File: src/rtl/fir_seq_ctrl_pkg.sv
// -----------------------------------------------------------------------------
// fir_seq_ctrl_pkg
// Shared constants and types for the FIR sequencing controller:
//   N_TAPS    - number of filter coefficients (FIR_B0..FIR_B10)
//   COEF_W    - coefficient width
//   DATA_W    - sample width
//   FLUSH_LEN - zero samples pushed into the filter at end of frame when the
//               FIR_SEQ_CTRL_FLUSH_EN build option is defined
//   state_e   - controller state encoding
// -----------------------------------------------------------------------------
package fir_seq_ctrl_pkg;

    localparam int N_TAPS    = 11;
    localparam int COEF_W    = 9;
    localparam int DATA_W    = 16;
    localparam int FLUSH_LEN = 11;
    localparam int ADDR_W    = 4;

    typedef enum logic [1:0] {
        ST_IDLE  = 2'd0,
        ST_RUN   = 2'd1,
        ST_DRAIN = 2'd2,
        ST_DONE  = 2'd3
    } state_e;

    // Coefficient index is legal only inside the tap range.
    function automatic logic addr_legal(input logic [ADDR_W-1:0] addr);
        return addr < ADDR_W'(N_TAPS);
    endfunction

endpackage

File: src/rtl/fir_seq_ctrl_if.sv
// -----------------------------------------------------------------------------
// fir_seq_ctrl_if
// Bundles every non-clock/reset signal of fir_seq_ctrl.
//   master modport : the environment (config port, upstream source, filter)
//   slave modport  : the controller itself
// Groups: coefficient config (CFG_*), frame control (START/FRAME_LEN/BUSY/
// DONE/TIMEOUT/CFG_ERR), upstream handshake (SRC_*), filter side (FIR_*).
// -----------------------------------------------------------------------------
interface fir_seq_ctrl_if #(
    parameter int FRAME_W = 10
);
    import fir_seq_ctrl_pkg::*;

    logic                 CFG_WE;
    logic [ADDR_W-1:0]    CFG_ADDR;
    logic [COEF_W-1:0]    CFG_DATA;
    logic                 START;
    logic [FRAME_W-1:0]   FRAME_LEN;
    logic [DATA_W-1:0]    SRC_DIN;
    logic                 SRC_VIN;
    logic                 SRC_RDY;
    logic [DATA_W-1:0]    FIR_DIN;
    logic                 FIR_VIN;
    logic [COEF_W-1:0]    FIR_B0, FIR_B1, FIR_B2, FIR_B3, FIR_B4, FIR_B5;
    logic [COEF_W-1:0]    FIR_B6, FIR_B7, FIR_B8, FIR_B9, FIR_B10;
    logic                 FIR_VOUT;
    logic                 BUSY;
    logic                 DONE;
    logic                 CFG_ERR;
    logic                 TIMEOUT;

    modport master (
        output CFG_WE, CFG_ADDR, CFG_DATA, START, FRAME_LEN,
        output SRC_DIN, SRC_VIN, FIR_VOUT,
        input  SRC_RDY, FIR_DIN, FIR_VIN, BUSY, DONE, CFG_ERR, TIMEOUT,
        input  FIR_B0, FIR_B1, FIR_B2, FIR_B3, FIR_B4, FIR_B5,
        input  FIR_B6, FIR_B7, FIR_B8, FIR_B9, FIR_B10
    );

    modport slave (
        input  CFG_WE, CFG_ADDR, CFG_DATA, START, FRAME_LEN,
        input  SRC_DIN, SRC_VIN, FIR_VOUT,
        output SRC_RDY, FIR_DIN, FIR_VIN, BUSY, DONE, CFG_ERR, TIMEOUT,
        output FIR_B0, FIR_B1, FIR_B2, FIR_B3, FIR_B4, FIR_B5,
        output FIR_B6, FIR_B7, FIR_B8, FIR_B9, FIR_B10
    );

endinterface

File: src/rtl/fir_coef_bank.sv
// -----------------------------------------------------------------------------
// fir_coef_bank
// Coefficient register file with address decode.
//   clk_i, rst_n_i : clock, asynchronous active-low reset
//   we_i           : write strobe
//   wr_en_i        : writes allowed (controller idle)
//   addr_i, data_i : coefficient index and value
//   coef_o         : all coefficients, registered
//   err_o          : one-cycle pulse, the cycle after a rejected write
// -----------------------------------------------------------------------------
module fir_coef_bank
    import fir_seq_ctrl_pkg::*;
(
    input  logic              clk_i,
    input  logic              rst_n_i,
    input  logic              we_i,
    input  logic              wr_en_i,
    input  logic [ADDR_W-1:0] addr_i,
    input  logic [COEF_W-1:0] data_i,
    output logic [COEF_W-1:0] coef_o [N_TAPS],
    output logic              err_o
);

    logic              wr_ok;
    logic              err_q;
    logic [COEF_W-1:0] coef_q [N_TAPS];

    assign wr_ok = we_i && wr_en_i && addr_legal(addr_i);

    for (genvar gi = 0; gi < N_TAPS; gi++) begin : g_tap
        always_ff @(posedge clk_i or negedge rst_n_i) begin
            if (!rst_n_i) begin
                coef_q[gi] <= '0;
            end else if (wr_ok && (addr_i == ADDR_W'(gi))) begin
                coef_q[gi] <= data_i;
            end
        end
        assign coef_o[gi] = coef_q[gi];
    end

    // Any strobe that does not land in a register is flagged.
    always_ff @(posedge clk_i or negedge rst_n_i) begin
        if (!rst_n_i) begin
            err_q <= 1'b0;
        end else begin
            err_q <= we_i && !wr_ok;
        end
    end

    assign err_o = err_q;

endmodule

File: src/rtl/fir_seq_ctrl.sv
// -----------------------------------------------------------------------------
// fir_seq_ctrl
// Frame sequencer in front of an 11-tap FIR: accepts FRAME_LEN samples from
// upstream, forwards them one cycle later to the filter, counts filter
// outputs and finishes the frame when all outputs are back or the filter
// stays silent for DRAIN_TIMEOUT cycles.
//   CLK, RST_n : clock, asynchronous active-low reset
//   bus        : fir_seq_ctrl_if.slave (config, frame control, SRC_*, FIR_*)
// Parameters: DRAIN_TIMEOUT (silent-cycle limit in DRAIN), FRAME_W.
// Build option FIR_SEQ_CTRL_FLUSH_EN: after the last sample, push FLUSH_LEN
// zero samples into the filter and expect FRAME_LEN+FLUSH_LEN outputs.
// -----------------------------------------------------------------------------
module fir_seq_ctrl
    import fir_seq_ctrl_pkg::*;
#(
    parameter int DRAIN_TIMEOUT = 64,
    parameter int FRAME_W       = 10
) (
    input  logic          CLK,
    input  logic          RST_n,
    fir_seq_ctrl_if.slave bus
);

    localparam int TO_W  = $clog2(DRAIN_TIMEOUT + 1);
    localparam int CNT_W = FRAME_W + 1;
`ifdef FIR_SEQ_CTRL_FLUSH_EN
    localparam int EXTRA = FLUSH_LEN;
`else
    localparam int EXTRA = 0;
`endif

    state_e             state_q, state_d;
    logic [FRAME_W-1:0] len_q, in_cnt_q;
    logic [CNT_W-1:0]   out_cnt_q, out_cnt_d, target;
    logic [TO_W-1:0]    idle_q;
    logic               rdy_q, vin_q, timeout_q;
    logic [DATA_W-1:0]  din_q;
    logic               start_ok, accept, last_in, idle_hit, flushing, set_timeout;
    logic [COEF_W-1:0]  coef [N_TAPS];

    assign start_ok = (state_q == ST_IDLE) && bus.START;
    assign accept   = (state_q == ST_RUN) && rdy_q && bus.SRC_VIN;
    assign last_in  = accept && ((in_cnt_q + FRAME_W'(1)) == len_q);
    assign target   = {1'b0, len_q} + CNT_W'(EXTRA);
    assign idle_hit = (state_q == ST_DRAIN) && !bus.FIR_VOUT &&
                      (idle_q == TO_W'(DRAIN_TIMEOUT - 1));

`ifdef FIR_SEQ_CTRL_FLUSH_EN
    logic [3:0] flush_q;

    // Loaded on the RUN->DRAIN edge; each nonzero cycle injects one zero.
    always_ff @(posedge CLK or negedge RST_n) begin
        if (!RST_n) begin
            flush_q <= '0;
        end else if ((state_q == ST_RUN) && (state_d == ST_DRAIN)) begin
            flush_q <= 4'(FLUSH_LEN);
        end else if (flush_q != '0) begin
            flush_q <= flush_q - 4'd1;
        end
    end
    assign flushing = (flush_q != '0);
`else
    assign flushing = 1'b0;
`endif

    always_comb begin
        state_d     = state_q;
        out_cnt_d   = out_cnt_q;
        set_timeout = 1'b0;
        if (((state_q == ST_RUN) || (state_q == ST_DRAIN)) && bus.FIR_VOUT &&
            (out_cnt_q < target)) begin
            out_cnt_d = out_cnt_q + CNT_W'(1);
        end
        case (state_q)
            ST_IDLE: begin
                if (start_ok) begin
                    state_d = (bus.FRAME_LEN == '0) ? ST_DONE : ST_RUN;
                end
            end
            ST_RUN: begin
                if (last_in) begin
                    state_d = ST_DRAIN;
                end
            end
            ST_DRAIN: begin
                // Count includes this cycle's output so DONE follows the last one directly.
                if (!flushing && (out_cnt_d >= target)) begin
                    state_d = ST_DONE;
                end else if (idle_hit) begin
                    state_d     = ST_DONE;
                    set_timeout = 1'b1;
                end
            end
            ST_DONE: state_d = ST_IDLE;
            default: state_d = ST_IDLE;
        endcase
    end

    always_ff @(posedge CLK or negedge RST_n) begin
        if (!RST_n) begin
            state_q   <= ST_IDLE;
            len_q     <= '0;
            in_cnt_q  <= '0;
            out_cnt_q <= '0;
            idle_q    <= '0;
            rdy_q     <= 1'b0;
            vin_q     <= 1'b0;
            din_q     <= '0;
            timeout_q <= 1'b0;
        end else begin
            state_q <= state_d;
            // Registered ready: falls on the same edge that takes the last sample.
            rdy_q   <= (state_d == ST_RUN);
            if (start_ok) begin
                len_q     <= bus.FRAME_LEN;
                in_cnt_q  <= '0;
                out_cnt_q <= '0;
                timeout_q <= 1'b0;
            end else begin
                if (accept) begin
                    in_cnt_q <= in_cnt_q + FRAME_W'(1);
                end
                out_cnt_q <= out_cnt_d;
                if (set_timeout) begin
                    timeout_q <= 1'b1;
                end
            end
            if ((state_q == ST_DRAIN) && !bus.FIR_VOUT) begin
                idle_q <= idle_q + TO_W'(1);
            end else begin
                idle_q <= '0;
            end
            if (accept) begin
                din_q <= bus.SRC_DIN;
                vin_q <= 1'b1;
            end else if (flushing) begin
                din_q <= '0;
                vin_q <= 1'b1;
            end else begin
                vin_q <= 1'b0;
            end
        end
    end

    // Writes are only legal while idle, which keeps coefficients frozen for a frame.
    fir_coef_bank u_coef (
        .clk_i   (CLK),
        .rst_n_i (RST_n),
        .we_i    (bus.CFG_WE),
        .wr_en_i (state_q == ST_IDLE),
        .addr_i  (bus.CFG_ADDR),
        .data_i  (bus.CFG_DATA),
        .coef_o  (coef),
        .err_o   (bus.CFG_ERR)
    );

    assign bus.SRC_RDY = rdy_q;
    assign bus.FIR_DIN = din_q;
    assign bus.FIR_VIN = vin_q;
    assign bus.BUSY    = (state_q != ST_IDLE);
    assign bus.DONE    = (state_q == ST_DONE);
    assign bus.TIMEOUT = timeout_q;
    assign bus.FIR_B0  = coef[0];
    assign bus.FIR_B1  = coef[1];
    assign bus.FIR_B2  = coef[2];
    assign bus.FIR_B3  = coef[3];
    assign bus.FIR_B4  = coef[4];
    assign bus.FIR_B5  = coef[5];
    assign bus.FIR_B6  = coef[6];
    assign bus.FIR_B7  = coef[7];
    assign bus.FIR_B8  = coef[8];
    assign bus.FIR_B9  = coef[9];
    assign bus.FIR_B10 = coef[10];

endmodule

File: src/flat_wrapper.sv
// flat-port wrapper written by rule: the top's interface ports become plain ports
module fir_seq_ctrl_flat import fir_seq_ctrl_pkg::*;
#(
    parameter int DRAIN_TIMEOUT = 64,
    parameter int FRAME_W       = 10
)
  (CLK, RST_n, bus_CFG_WE, bus_CFG_ADDR, bus_CFG_DATA, bus_START, bus_FRAME_LEN, bus_SRC_DIN, bus_SRC_VIN, bus_FIR_VOUT, bus_SRC_RDY, bus_FIR_DIN, bus_FIR_VIN, bus_BUSY, bus_DONE, bus_CFG_ERR, bus_TIMEOUT, bus_FIR_B0, bus_FIR_B1, bus_FIR_B2, bus_FIR_B3, bus_FIR_B4, bus_FIR_B5, bus_FIR_B6, bus_FIR_B7, bus_FIR_B8, bus_FIR_B9, bus_FIR_B10);
  fir_seq_ctrl_if #(.FRAME_W(FRAME_W)) bus_i ();
  input  logic CLK;
  input  logic RST_n;
  input wire logic [$bits(bus_i.CFG_WE)-1:0] bus_CFG_WE;
  input wire logic [$bits(bus_i.CFG_ADDR)-1:0] bus_CFG_ADDR;
  input wire logic [$bits(bus_i.CFG_DATA)-1:0] bus_CFG_DATA;
  input wire logic [$bits(bus_i.START)-1:0] bus_START;
  input wire logic [$bits(bus_i.FRAME_LEN)-1:0] bus_FRAME_LEN;
  input wire logic [$bits(bus_i.SRC_DIN)-1:0] bus_SRC_DIN;
  input wire logic [$bits(bus_i.SRC_VIN)-1:0] bus_SRC_VIN;
  input wire logic [$bits(bus_i.FIR_VOUT)-1:0] bus_FIR_VOUT;
  output wire logic [$bits(bus_i.SRC_RDY)-1:0] bus_SRC_RDY;
  output wire logic [$bits(bus_i.FIR_DIN)-1:0] bus_FIR_DIN;
  output wire logic [$bits(bus_i.FIR_VIN)-1:0] bus_FIR_VIN;
  output wire logic [$bits(bus_i.BUSY)-1:0] bus_BUSY;
  output wire logic [$bits(bus_i.DONE)-1:0] bus_DONE;
  output wire logic [$bits(bus_i.CFG_ERR)-1:0] bus_CFG_ERR;
  output wire logic [$bits(bus_i.TIMEOUT)-1:0] bus_TIMEOUT;
  output wire logic [$bits(bus_i.FIR_B0)-1:0] bus_FIR_B0;
  output wire logic [$bits(bus_i.FIR_B1)-1:0] bus_FIR_B1;
  output wire logic [$bits(bus_i.FIR_B2)-1:0] bus_FIR_B2;
  output wire logic [$bits(bus_i.FIR_B3)-1:0] bus_FIR_B3;
  output wire logic [$bits(bus_i.FIR_B4)-1:0] bus_FIR_B4;
  output wire logic [$bits(bus_i.FIR_B5)-1:0] bus_FIR_B5;
  output wire logic [$bits(bus_i.FIR_B6)-1:0] bus_FIR_B6;
  output wire logic [$bits(bus_i.FIR_B7)-1:0] bus_FIR_B7;
  output wire logic [$bits(bus_i.FIR_B8)-1:0] bus_FIR_B8;
  output wire logic [$bits(bus_i.FIR_B9)-1:0] bus_FIR_B9;
  output wire logic [$bits(bus_i.FIR_B10)-1:0] bus_FIR_B10;
  assign bus_i.CFG_WE = bus_CFG_WE;
  assign bus_i.CFG_ADDR = bus_CFG_ADDR;
  assign bus_i.CFG_DATA = bus_CFG_DATA;
  assign bus_i.START = bus_START;
  assign bus_i.FRAME_LEN = bus_FRAME_LEN;
  assign bus_i.SRC_DIN = bus_SRC_DIN;
  assign bus_i.SRC_VIN = bus_SRC_VIN;
  assign bus_i.FIR_VOUT = bus_FIR_VOUT;
  assign bus_SRC_RDY = bus_i.SRC_RDY;
  assign bus_FIR_DIN = bus_i.FIR_DIN;
  assign bus_FIR_VIN = bus_i.FIR_VIN;
  assign bus_BUSY = bus_i.BUSY;
  assign bus_DONE = bus_i.DONE;
  assign bus_CFG_ERR = bus_i.CFG_ERR;
  assign bus_TIMEOUT = bus_i.TIMEOUT;
  assign bus_FIR_B0 = bus_i.FIR_B0;
  assign bus_FIR_B1 = bus_i.FIR_B1;
  assign bus_FIR_B2 = bus_i.FIR_B2;
  assign bus_FIR_B3 = bus_i.FIR_B3;
  assign bus_FIR_B4 = bus_i.FIR_B4;
  assign bus_FIR_B5 = bus_i.FIR_B5;
  assign bus_FIR_B6 = bus_i.FIR_B6;
  assign bus_FIR_B7 = bus_i.FIR_B7;
  assign bus_FIR_B8 = bus_i.FIR_B8;
  assign bus_FIR_B9 = bus_i.FIR_B9;
  assign bus_FIR_B10 = bus_i.FIR_B10;
  fir_seq_ctrl #(.DRAIN_TIMEOUT(DRAIN_TIMEOUT), .FRAME_W(FRAME_W)) u_core (.CLK(CLK), .RST_n(RST_n), .bus(bus_i));
endmodule
File: config.mk
export PLATFORM = sky130hd
export DESIGN_NAME = fir_seq_ctrl_flat
export DESIGN_NICKNAME = d
export VERILOG_FILES = /design/src/rtl/fir_seq_ctrl_pkg.sv /design/src/rtl/fir_seq_ctrl_if.sv /design/src/rtl/fir_coef_bank.sv /design/src/rtl/fir_seq_ctrl.sv /design/src/flat_wrapper.sv
export SDC_FILE = /design/constraint.sdc
export NUM_CORES = 1
export LEC_CHECK = 0
export ABC_CLOCK_PERIOD_IN_PS = 5270
export BUFFER_PORTS_ARGS = -buffer_cell sky130_fd_sc_hd__buf_2
export CAP_MARGIN = 25
export CORE_UTILIZATION = 50
export CTS_BUF_LIST = sky130_fd_sc_hd__clkbuf_4
export DETAILED_ROUTE_END_ITERATION = 10
export MAX_ROUTING_LAYER = met4
export PLACE_DENSITY = 0.85
export SKIP_LAST_GASP = 1
export SYNTH_ARGS = -nofsm -noshare
export SYNTH_HDL_FRONTEND = slang
export SYNTH_SLANG_ARGS = --single-unit
File: constraint.sdc
create_clock -name CLK -period 5.27 [get_ports CLK]
set_clock_uncertainty 0.05 [all_clocks]
set_input_delay 0.527 -clock CLK [delete_from_list [all_inputs] [get_ports CLK]]
set_output_delay 0.527 -clock CLK [all_outputs]
set_load 0.01 [all_outputs]
**Yosys cells after proc, flatten, opt, wreduce, memory -nomap -nowiden**

Index checks and enable logic that the tools add are counted.

- Equality and inequality tests: 16
- Reductions and logical operators: 31
- Multiplexer cells: 17
- Add/subtract/negate cells: 3
- $lt $le $gt $ge: 3

Operators with widths:

| cell | number |
|---|---|
| logical AND 1 bit | 22 |
| two-way mux 11 bit | 2 |
| two-way mux 10 bit | 2 |
| equality test 4 x 3 -> 1 bit, second input constant | 4 |
| equality test 4 bit, second input constant | 3 |
| adder 11 x 1 -> 11 bit, second input constant | 1 |
| greater-or-equal comparator 11 x 10 -> 1 bit | 1 |
| less-than comparator 11 x 10 -> 1 bit | 1 |
| adder 10 x 1 -> 10 bit, second input constant | 1 |
| equality test 10 bit | 1 |
| logical NOT 10 bit | 1 |
| two-way mux 2 bit | 5 |
| equality test 4 x 2 -> 1 bit, second input constant | 2 |
| one-hot mux 2 bit (4 select lines) | 1 |
| adder 7 x 1 -> 7 bit, second input constant | 1 |
| equality test 7 x 6 -> 1 bit, second input constant | 1 |
| two-way mux 7 bit | 1 |
| two-way mux 1 bit | 6 |
| nonzero test 2 bit | 3 |
| equality test 2 x 1 -> 1 bit, second input constant | 2 |
| equality test 2 bit, second input constant | 2 |
| equality test 4 x 1 -> 1 bit, second input constant | 1 |
| logical NOT 4 bit | 1 |
| less-than comparator 4 bit, second input constant | 1 |
| other kinds (3) | 4 |

- Bits of input ports: 45
- Output and inout bits: 121
- Logic and storage cells: 91
- Register bits after elaboration: 159

**Logic depth before layout (Yosys ltp)**

Gate-level depths: netlist of run 1.

- Word-level depth: 10
- Depth in mapped cells: 17
- Gate-level depth less buffers: 16

**By module**

Synthesis of run 1 repeated with hierarchy kept, for this count alone.

- Cells, all modules: 597
- Area, all modules: 7169.4 um^2

Modules (own cells, without submodules):

| module | seq. area each (um^2) | cells an instance | area each (um^2) | instances |
|---|---|---|---|---|
| fir_coef_bank | 2502.4 | 234 | 3832.4 | 1 |
| fir_seq_ctrl | 1476.4 | 363 | 3337.0 | 1 |

**Worst setup path after synthesis of run 1**

No wires, ideal clock.

- Kind: reg2reg
- Start: reg u_core.len_q[7]
- End: reg u_core.state_q[0]
- Data arrival time: 3.395 ns
- Stages on the path, launching flop included: 18
- Setup time: 0.133 ns
- Slack: 1.693 ns
- Data required time: 5.087 ns
- Period minus slack after synthesis: 3.577 ns
- Path buffers: 2
- Cell sequence: dfrtp_1 > buf_6 > inv_1 > ha_1 > and4b_1 > a221oi_2 > o21ai_1 > buf_2 > nor3_1 > xor2_1 > ha_1 > a21o_1 > a211oi_1 > o21ai_0 > a2111oi_0 > nand2_1 > o221ai_1 > a21oi_1

- Cells in the longest elaborated chain, start to end: 6
- Elaborated cells between the ends (all ways): 9
- Classes of those cells: 2 x order compare; 1 x eq/ne; 4 x mux; 2 x reduce/logical

RTL lines:

| what | line | text |
|---|---|---|
| start, declared | fir_seq_ctrl.sv:33 | `logic [FRAME_W-1:0] len_q, in_cnt_q;` |
| start signal, assigned | fir_seq_ctrl.sv:115 | `len_q <= bus.FRAME_LEN;` |
| less-than comparator 11 x 10 -> 1 bit | fir_seq_ctrl.sv:71 | `(out_cnt_q < target)) begin` |
| logical AND 1 bit | fir_seq_ctrl.sv:70 | `if (((state_q == ST_RUN) \|\| (state_q == ST_DRAIN)) && bus.FIR_VOUT &&` |
| two-way mux 11 bit | fir_seq_ctrl.sv:70 |  |
| greater-or-equal comparator 11 x 10 -> 1 bit | fir_seq_ctrl.sv:87 | `if (!flushing && (out_cnt_d >= target)) begin` |
| two-way mux 2 bit | fir_seq_ctrl.sv:87 |  |
| one-hot mux 2 bit (4 select lines) (*) | fir_seq_ctrl.sv:74 | `case (state_q)` |
| net u_core.state_d[0] | fir_seq_ctrl.sv:32 | `state_e state_q, state_d;` |
| end signal, assigned | fir_seq_ctrl.sv:111 | `state_q <= state_d;` |
| end, declared | fir_seq_ctrl.sv:32 |  |

Mark *: on every way through the listed nets, which the timed path passes. The rest lies on a longest branch.
A chain may end at the register's enable or synchronous reset.

**Worst setup path in the final report of run 1**

Same ends and word-level chain as after synthesis.

==> results of run 1 <==
-- cell type report --
type	instances	area (um2)	area share [%]
inverter	17	63.81	0.7571
multi-input combinational	393	2968	35.21
timing repair buffer	169	882.1	10.47
sequential	159	3979	47.21
tap	180	225.2	2.672
clock buffer	17	127.6	1.514
clock inverter	15	182.7	2.167
-- synth_stat cells, drive strengths merged (2+ instances only) --
| cell | count | share of area (%) |
|---|---|---|
| dfrtp | 159 | 55 |
| mux2 | 100 | 16 |
| nand2 | 79 | 4.1 |
| nor2 | 31 | 1.7 |
| ha | 27 | 4.7 |
| clkbuf | 21 | 1.2 |
| xnor2 | 19 | 2.3 |
| inv | 17 | 0.89 |
| xor2 | 16 | 1.9 |
| a21oi | 14 | 0.97 |
| nand3 | 14 | 1.0 |
| o21ai | 14 | 0.97 |
| and2 | 10 | 0.87 |
| nor3 | 10 | 0.70 |
| buf | 9 | 0.78 |
| nand2b | 7 | 0.61 |
| or3 | 7 | 0.61 |
| nor4 | 6 | 0.70 |
| a21o | 4 | 0.42 |
| and3 | 4 | 0.35 |
| nand4 | 3 | 0.26 |
| a211oi | 2 | 0.21 |
| mux2i | 2 | 0.28 |
| nor2b | 2 | 0.17 |
| o2111a | 2 | 0.31 |
| o2111ai | 2 | 0.24 |
| o211ai | 2 | 0.21 |
| or4 | 2 | 0.21 |
-- cell families (layout without fill, tap and decap cells) --
kind of cell / count (synthesis) / in the layout / share of synthesized area [%]
xor gates and xnor gates: 35 / 35 / 4.265
DFF: 159 / 159 / 55.35
and+or+nand+nor: 182 / 182 / 12.17
buffers and inverters: 48 / 218 / 3.359
adders and majority gates: 27 / 27 / 4.700
AOI/OAI and AO/OA: 47 / 47 / 4.212
muxes: 102 / 102 / 15.94
-- worst max-delay path by stage --
stage	start	end	slack, ps	cells past startpoint
after floorplan	u_core.len_q[7]	u_core.state_q[0]	1690	17
after global placement	u_core.len_q[7]	u_core.state_q[0]	1190	15
after detailed placement	u_core.len_q[7]	u_core.state_q[0]	1050	15
after CTS	u_core.len_q[7]	u_core.state_q[0]	990	15
after global routing	u_core.len_q[7]	u_core.state_q[0]	600	15
final	u_core.len_q[7]	u_core.state_q[0]	920	15
-- power by group through the flow --
stage          logic (mW)  registers, mW  clock network [mW]
6_report             1.64           1.97               0.777
3_3_place_gp         1.59           1.96                   0
4_1_cts              1.64           1.96               0.807
5_1_grt              1.79           2.02               0.854
3_5_place_dp         1.63           1.99                   0
2_1_floorplan       0.767           2.16                   0
-- state kept, by name, indices dropped and copies added, names as in the netlist --
name	count
u_core.bus.TIMEOUT	1
u_core.idle_q	7
u_core.u_coef.coef_o	99
u_core.bus.FIR_DIN	16
u_core.in_cnt_q	10
u_core.bus.SRC_RDY	1
u_core.u_coef.err_o	1
u_core.bus.FIR_VIN	1
u_core.len_q	10
u_core.state_q	2
u_core.out_cnt_q	11
-- routing by layer --
layer / vias to the layer above / GRT usage, %
met2: 138 / 38.63
met1: 2554 / 30.69
met3: 8 / 7.069
met4: 0 / 5.633
met5: - / -
li1: 2377 / -
-- worst max-delay path: stages (launching register included) --
cell       delay (ps)
dfrtp_1           490
inv_1             110
ha_1              280
and4b_1           230
nand4_1           100
o21ai_1           730
nor3_1            140
xor2_1            190
ha_1              310
a21o_1            160
a211oi_1          220
o21ai_0           150
a2111oi_0         590
nand2_1           110
o221ai_1          290
a21oi_1            80
-- metrics by stage --
step	cell area (um2)	hold slack, ps	power, mW
3_3_place_gp	8083	403.2	3.544
4_1_cts	8393	14.66	4.410
3_5_place_dp	8083	408.7	3.621
2_1_floorplan	7188	181.4	2.929
6_report	8428	19.16	4.384
5_1_grt	8428	49.80	4.672
==> results.md, run 1 <==
- Status: complete, no violations
- Yosys reg bits: 159
- Die Width: around 120 um
- Combinational share of power: 37.4%
- FF-to-FF path depth: 15
- Gpl congestion: 0.8937
- Post-Route WL: ~17000 um
- RSZ-0062 raised after global routing: false
- Post-Syn Instances: 600
- Vias: 5077
- Initial Util: 51.58%
- Antenna violations before repair: 0
- Fraction of registers with async set or reset after synthesis: 100.0%
- Setup TNS: 0 ps
- Hold Crit Class: in2async
- Period utilization: 82.57%
- Synth warn: 0
- Ports: between 150 and 200
- Least-Margin Pin Slew: 976.2 ps
- Antenna cells: 0
- Slew Viols, Final: 0
- Required @ worst endpoint: 5650 ps
- Grt ovf: 0
- Pre-Repair DR Iteration Count: 5
- DRC Markers: 0
- Initial drt markers: 234
- Mapped Nets: about 670
- Worst r2r src: u_core.len_q[7]
- Clock buffer depth: 2
- Max VDD drop: 0.3625 mV
- Clk slew on worst S/H paths: 140 ps
- Commonest cells after routing, fill and taps aside: buf_2 (164), dfrtp_1 (159), mux2_2 (100)
- TritonCTS clock tree: built
- Overall global routing resource usage: 24.31%
- Crit path DAT: 4730 ps
- Switching power: 1.617 mW
- Largest net degree at the start of global routing: 102
- Met3 wire len: 837 um
- Vias in the first global route: 5135
- Share of cells above drive strength 1: 40.00%
- Final setup margin: 918.8 ps
- Max_slew headroom: a little over a third
- Int Pwr: 2.768 mW
- Reg-to-Reg End: u_core.state_q[0]
- Remaining antenna violation count after routing: 0
- Yosys cell types: 51
- Die height: about 120 um
- Crit-path max FO: 11
- Post-CTS setup buffer count: 0
- Wirelength per Cell: around 18 um
- Met1 wire length: 7364 um
- PD cells: 520.2 nW/um2
- Fill cells: 1178
- Sinks on Clock Net: 159
- Via/cell ratio: 5.344
- Num CTS Buffers: 17
- Post-synth EDFFs: 0
- Clock network fraction of design power: 17.7%
- Non-Filler Instances: 950
- Layout net count: around 830
- P&R area growth vs syn: 17.25%
- Seq/Total Area, Yosys: 55.35%
- Most common cell after layout, fill and taps aside: buf_2
- CTS Hold Bufs: 0
- Setup violations, final: 0
- DP HPWL: 11800 um
- Pre-CTS setup slack: 1054 ps
- Post-synth top flop: dfrtp_1
- Worst-Skew Late Latency: between 500 and 600 ps
- Count of port buffers added during placement: 165
- DR WL met2: 8314 um
- Fin crit period: 4351 ps
- Post-synthesis cell area: a little over 7000 um2
- Critical path class: reg2reg
- CP Launch Type: flip-flop
- Final Hold Fails: 0
- Sw frac: 36.87%
- Clock root buffer: clkbuf_4
- Pleak: about 4.4 nW
- Site Rows: 43
- Reg power frac: 44.9%
- Fmax achieved: about 230 MHz
- Syn avg cell area: 11.98 um2
- First-pass GRT wire length: 26390 um
- Top sig layer: met4
- Fin util: 60.48%
- Crit path capture type: flip-flop
- CORE AREA: approximately 14000 um2
- Post-cts resize count: 0
- Max-cap violation count: 0
- Reg2reg setup slack: approximately 920 ps
- Total die area: 14860 um2
- CTS H-tree depth: 4
- Inst Count DP: 916
No activity file was read; power rests on OpenSTA's default activity.
==> inputs of run 2 (changes only) <==
ABC_CLOCK_PERIOD_IN_PS = 4350   (was 5270)
clock period = 4.35 ns   (was 5.27 ns; I/O delays follow)
==> results.md, run 2 (synthesis gave the netlist of run 1 again) <==
- Clock network fraction of design power: between 10% and 20%
- Site Rows: 43
- Max_slew headroom: 38.23%
- Commonest cells after routing, fill and taps aside: buf_2 (164), dfrtp_1 (159), mux2_2 (100)
- Die Width: 121.9 um
- Crit path DAT: 4300 ps
- DRC Markers: 0
- CP cell instances: inv_1 -> ha_1 -> and4b_1 -> a221oi_2 -> o21ai_1 -> buf_4 -> nor3_1 -> xor2_1 -> ha_1 -> a211oi_1 -> o21ai_0 -> a2111oi_1 -> nand2_1 -> o221ai_1 -> a21oi_1
- FF-to-FF path depth: 15
- Initial drt markers: 325
- Critical path class: reg2reg
- DP HPWL: 11610 um
- Met1 Use GR: between 20 and 30%
- Clk slew on worst S/H paths: about 140 ps
- Post-CTS setup buffer count: 0
- Combinational share of power: 38.4%
- Antenna cells: 0
- Num CTS Buffers: 17
- HP Start: bus_SRC_DIN[2]
- Reg2reg setup slack: roughly 440 ps
- Remaining antenna violation count after routing: 0
- Gpl congestion: between 0.8 and 0.9
- Fin crit period: 3913 ps
- Largest net degree at the start of global routing: 83
- Via/cell ratio: 5.302
- Max-cap violation count: 0
- Sw frac: 37.56%
- Clock buffer depth: 2
- Crit path capture type: flip-flop
- Worst Hold Endpoint: u_core.bus.FIR_DIN[2]
- Overall global routing resource usage: 24.39%
- P&R area growth vs syn: 18.90%
- Pre-Repair DR Iteration Count: 4
- Most common cell after layout, fill and taps aside: buf_2
- Max reg flops: a little under 100
- First-pass GRT wire length: about 27000 um
- Final Hold Fails: 0
- Die height: 121.9 um
- CP Launch Type: flip-flop
- Pre-CTS setup slack: ~420 ps
- Fill cells: 1119
- Post-Route WL: 16630 um
- WHS Path Cells: 3
- Clock root buffer: clkbuf_4
- Status: complete, no violations
- Grt met2 use: roughly two fifths
- Dpl cell area: 8103 um2
- RSZ-0062 raised after global routing: false
- Reg-to-Reg End: u_core.state_q[0]
- Crit-path max FO: 7
- CTS H-tree depth: 4
- Total die area: 14860 um2
- Fin area: 8547 um2
- Int Pwr: 3.252 mW
- CORE AREA: 13930 um2
- Fmax achieved: 255.5 MHz
- Worst-Skew Late Latency: between 500 and 600 ps
- Hold Crit Class: in2reg
- Final setup margin: around 440 ps
- Reg power frac: 45.8%
- Total Power: 5.208 mW
- Wirelength per Cell: roughly 17 um
- Count of port buffers added during placement: 165
- Antenna violations before repair: 1
- Least-Margin Pin Slew: ~920 ps
- Sinks on Clock Net: 159
- Max VDD drop: 0.5947 mV
- Initial Util: about 52%
- Top cell by count, worst path: ha_1
- GRT Max-Usage Layer: met2
- TritonCTS clock tree: built
- Vias in the first global route: 5256
- Required @ worst endpoint: 4740 ps
- PD cells: 609.4 nW/um2
- Slowest-stage cell, CP: dfrtp_1
- Setup TNS: 0 ps
- Pleak: 4.412 nW
- Met3 global-route usage: under 10%
- Period utilization: 89.96%
- Slew Viols, Final: 0
- Share of cells above drive strength 1: about 39%
- Grt ovf: 0
- Setup violations, final: 0
- Switching power: 1.956 mW
- Layout net count: 845
- Vias: 5122
- Crit-path max cell delay: 490 ps
- Worst r2r src: u_core.len_q[7]
- Ports: 166
run 2: layout make-up:
cell class	instances	area (um2)	area share [%]
Timing Repair Buffer	185	1052	12.31
Clock inverter	15	130.1	1.522
Inverter	17	63.81	0.7466
Sequential cell	159	3979	46.55
Clock buffer	17	127.6	1.493
Tap cell	180	225.2	2.635
Multi-Input combinational cell	393	2969	34.74
run 2: stage by stage:
| stage | std cells | hold slack, ps | utilization (%) |
|---|---|---|---|
| after floorplan | 600 | 89.41 | - |
| after global placement | 917 | 402.7 | 58.15 |
| after detailed placement | 917 | 406.6 | 58.15 |
| after CTS | 964 | 4.799 | 61.08 |
| after global routing | 966 | 3.712 | 61.34 |
| final | 966 | 55.73 | 61.34 |
run 2: power groups by stage:
stage                     Clock (mW)  Combinational [mW]  Sequential, mW
after global placement             0                1.92            2.37
final                          0.822                2.00            2.39
after global routing           0.897                2.19            2.46
after CTS                      0.847                2.00            2.39
after floorplan                    0               0.929            2.62
after detailed placement           0                1.97            2.41
run 2: worst max-delay path, delay by kind of cell, from the launching register on:
kind | cells | cell delay, ps
AOI/OAI and AO/OA | 7 | 1620
adders and majority gates | 2 | 550
DFF | 1 | 490
buffers and inverters | 2 | 350
xor gates and xnor gates | 1 | 210
and+or+nand+nor | 3 | 540
run 2: repair_timing:
item,4_1_cts,5_1_grt
hold buffers,15,0
gates resized for setup,0,1
endpoints found under the hold margin,91,0
setup endpoints to repair,0,2
run 2: worst max-delay path by stage:
stage | from | to | slack, ps | depth (start not counted)
6_report | u_core.len_q[7] | u_core.state_q[0] | 440 | 15
4_1_cts | u_core.len_q[7] | u_core.state_q[0] | 370 | 15
3_5_place_dp | u_core.len_q[7] | u_core.state_q[0] | 420 | 15
2_1_floorplan | u_core.len_q[7] | u_core.state_q[0] | 770 | 17
3_3_place_gp | u_core.len_q[7] | u_core.state_q[0] | 510 | 15
5_1_grt | u_core.len_q[7] | u_core.state_q[0] | 60 | 15
run 2: layer usage:
metal / share of wire [%] / vias to the layer above / wire length (um)
met5: 0 / - / 0
met4: 1.4 / 0 / 240
met3: 6.1 / 22 / 1010
met2: 49 / 148 / 8195
met1: 43 / 2549 / 7188
li1: - / 2403 / -
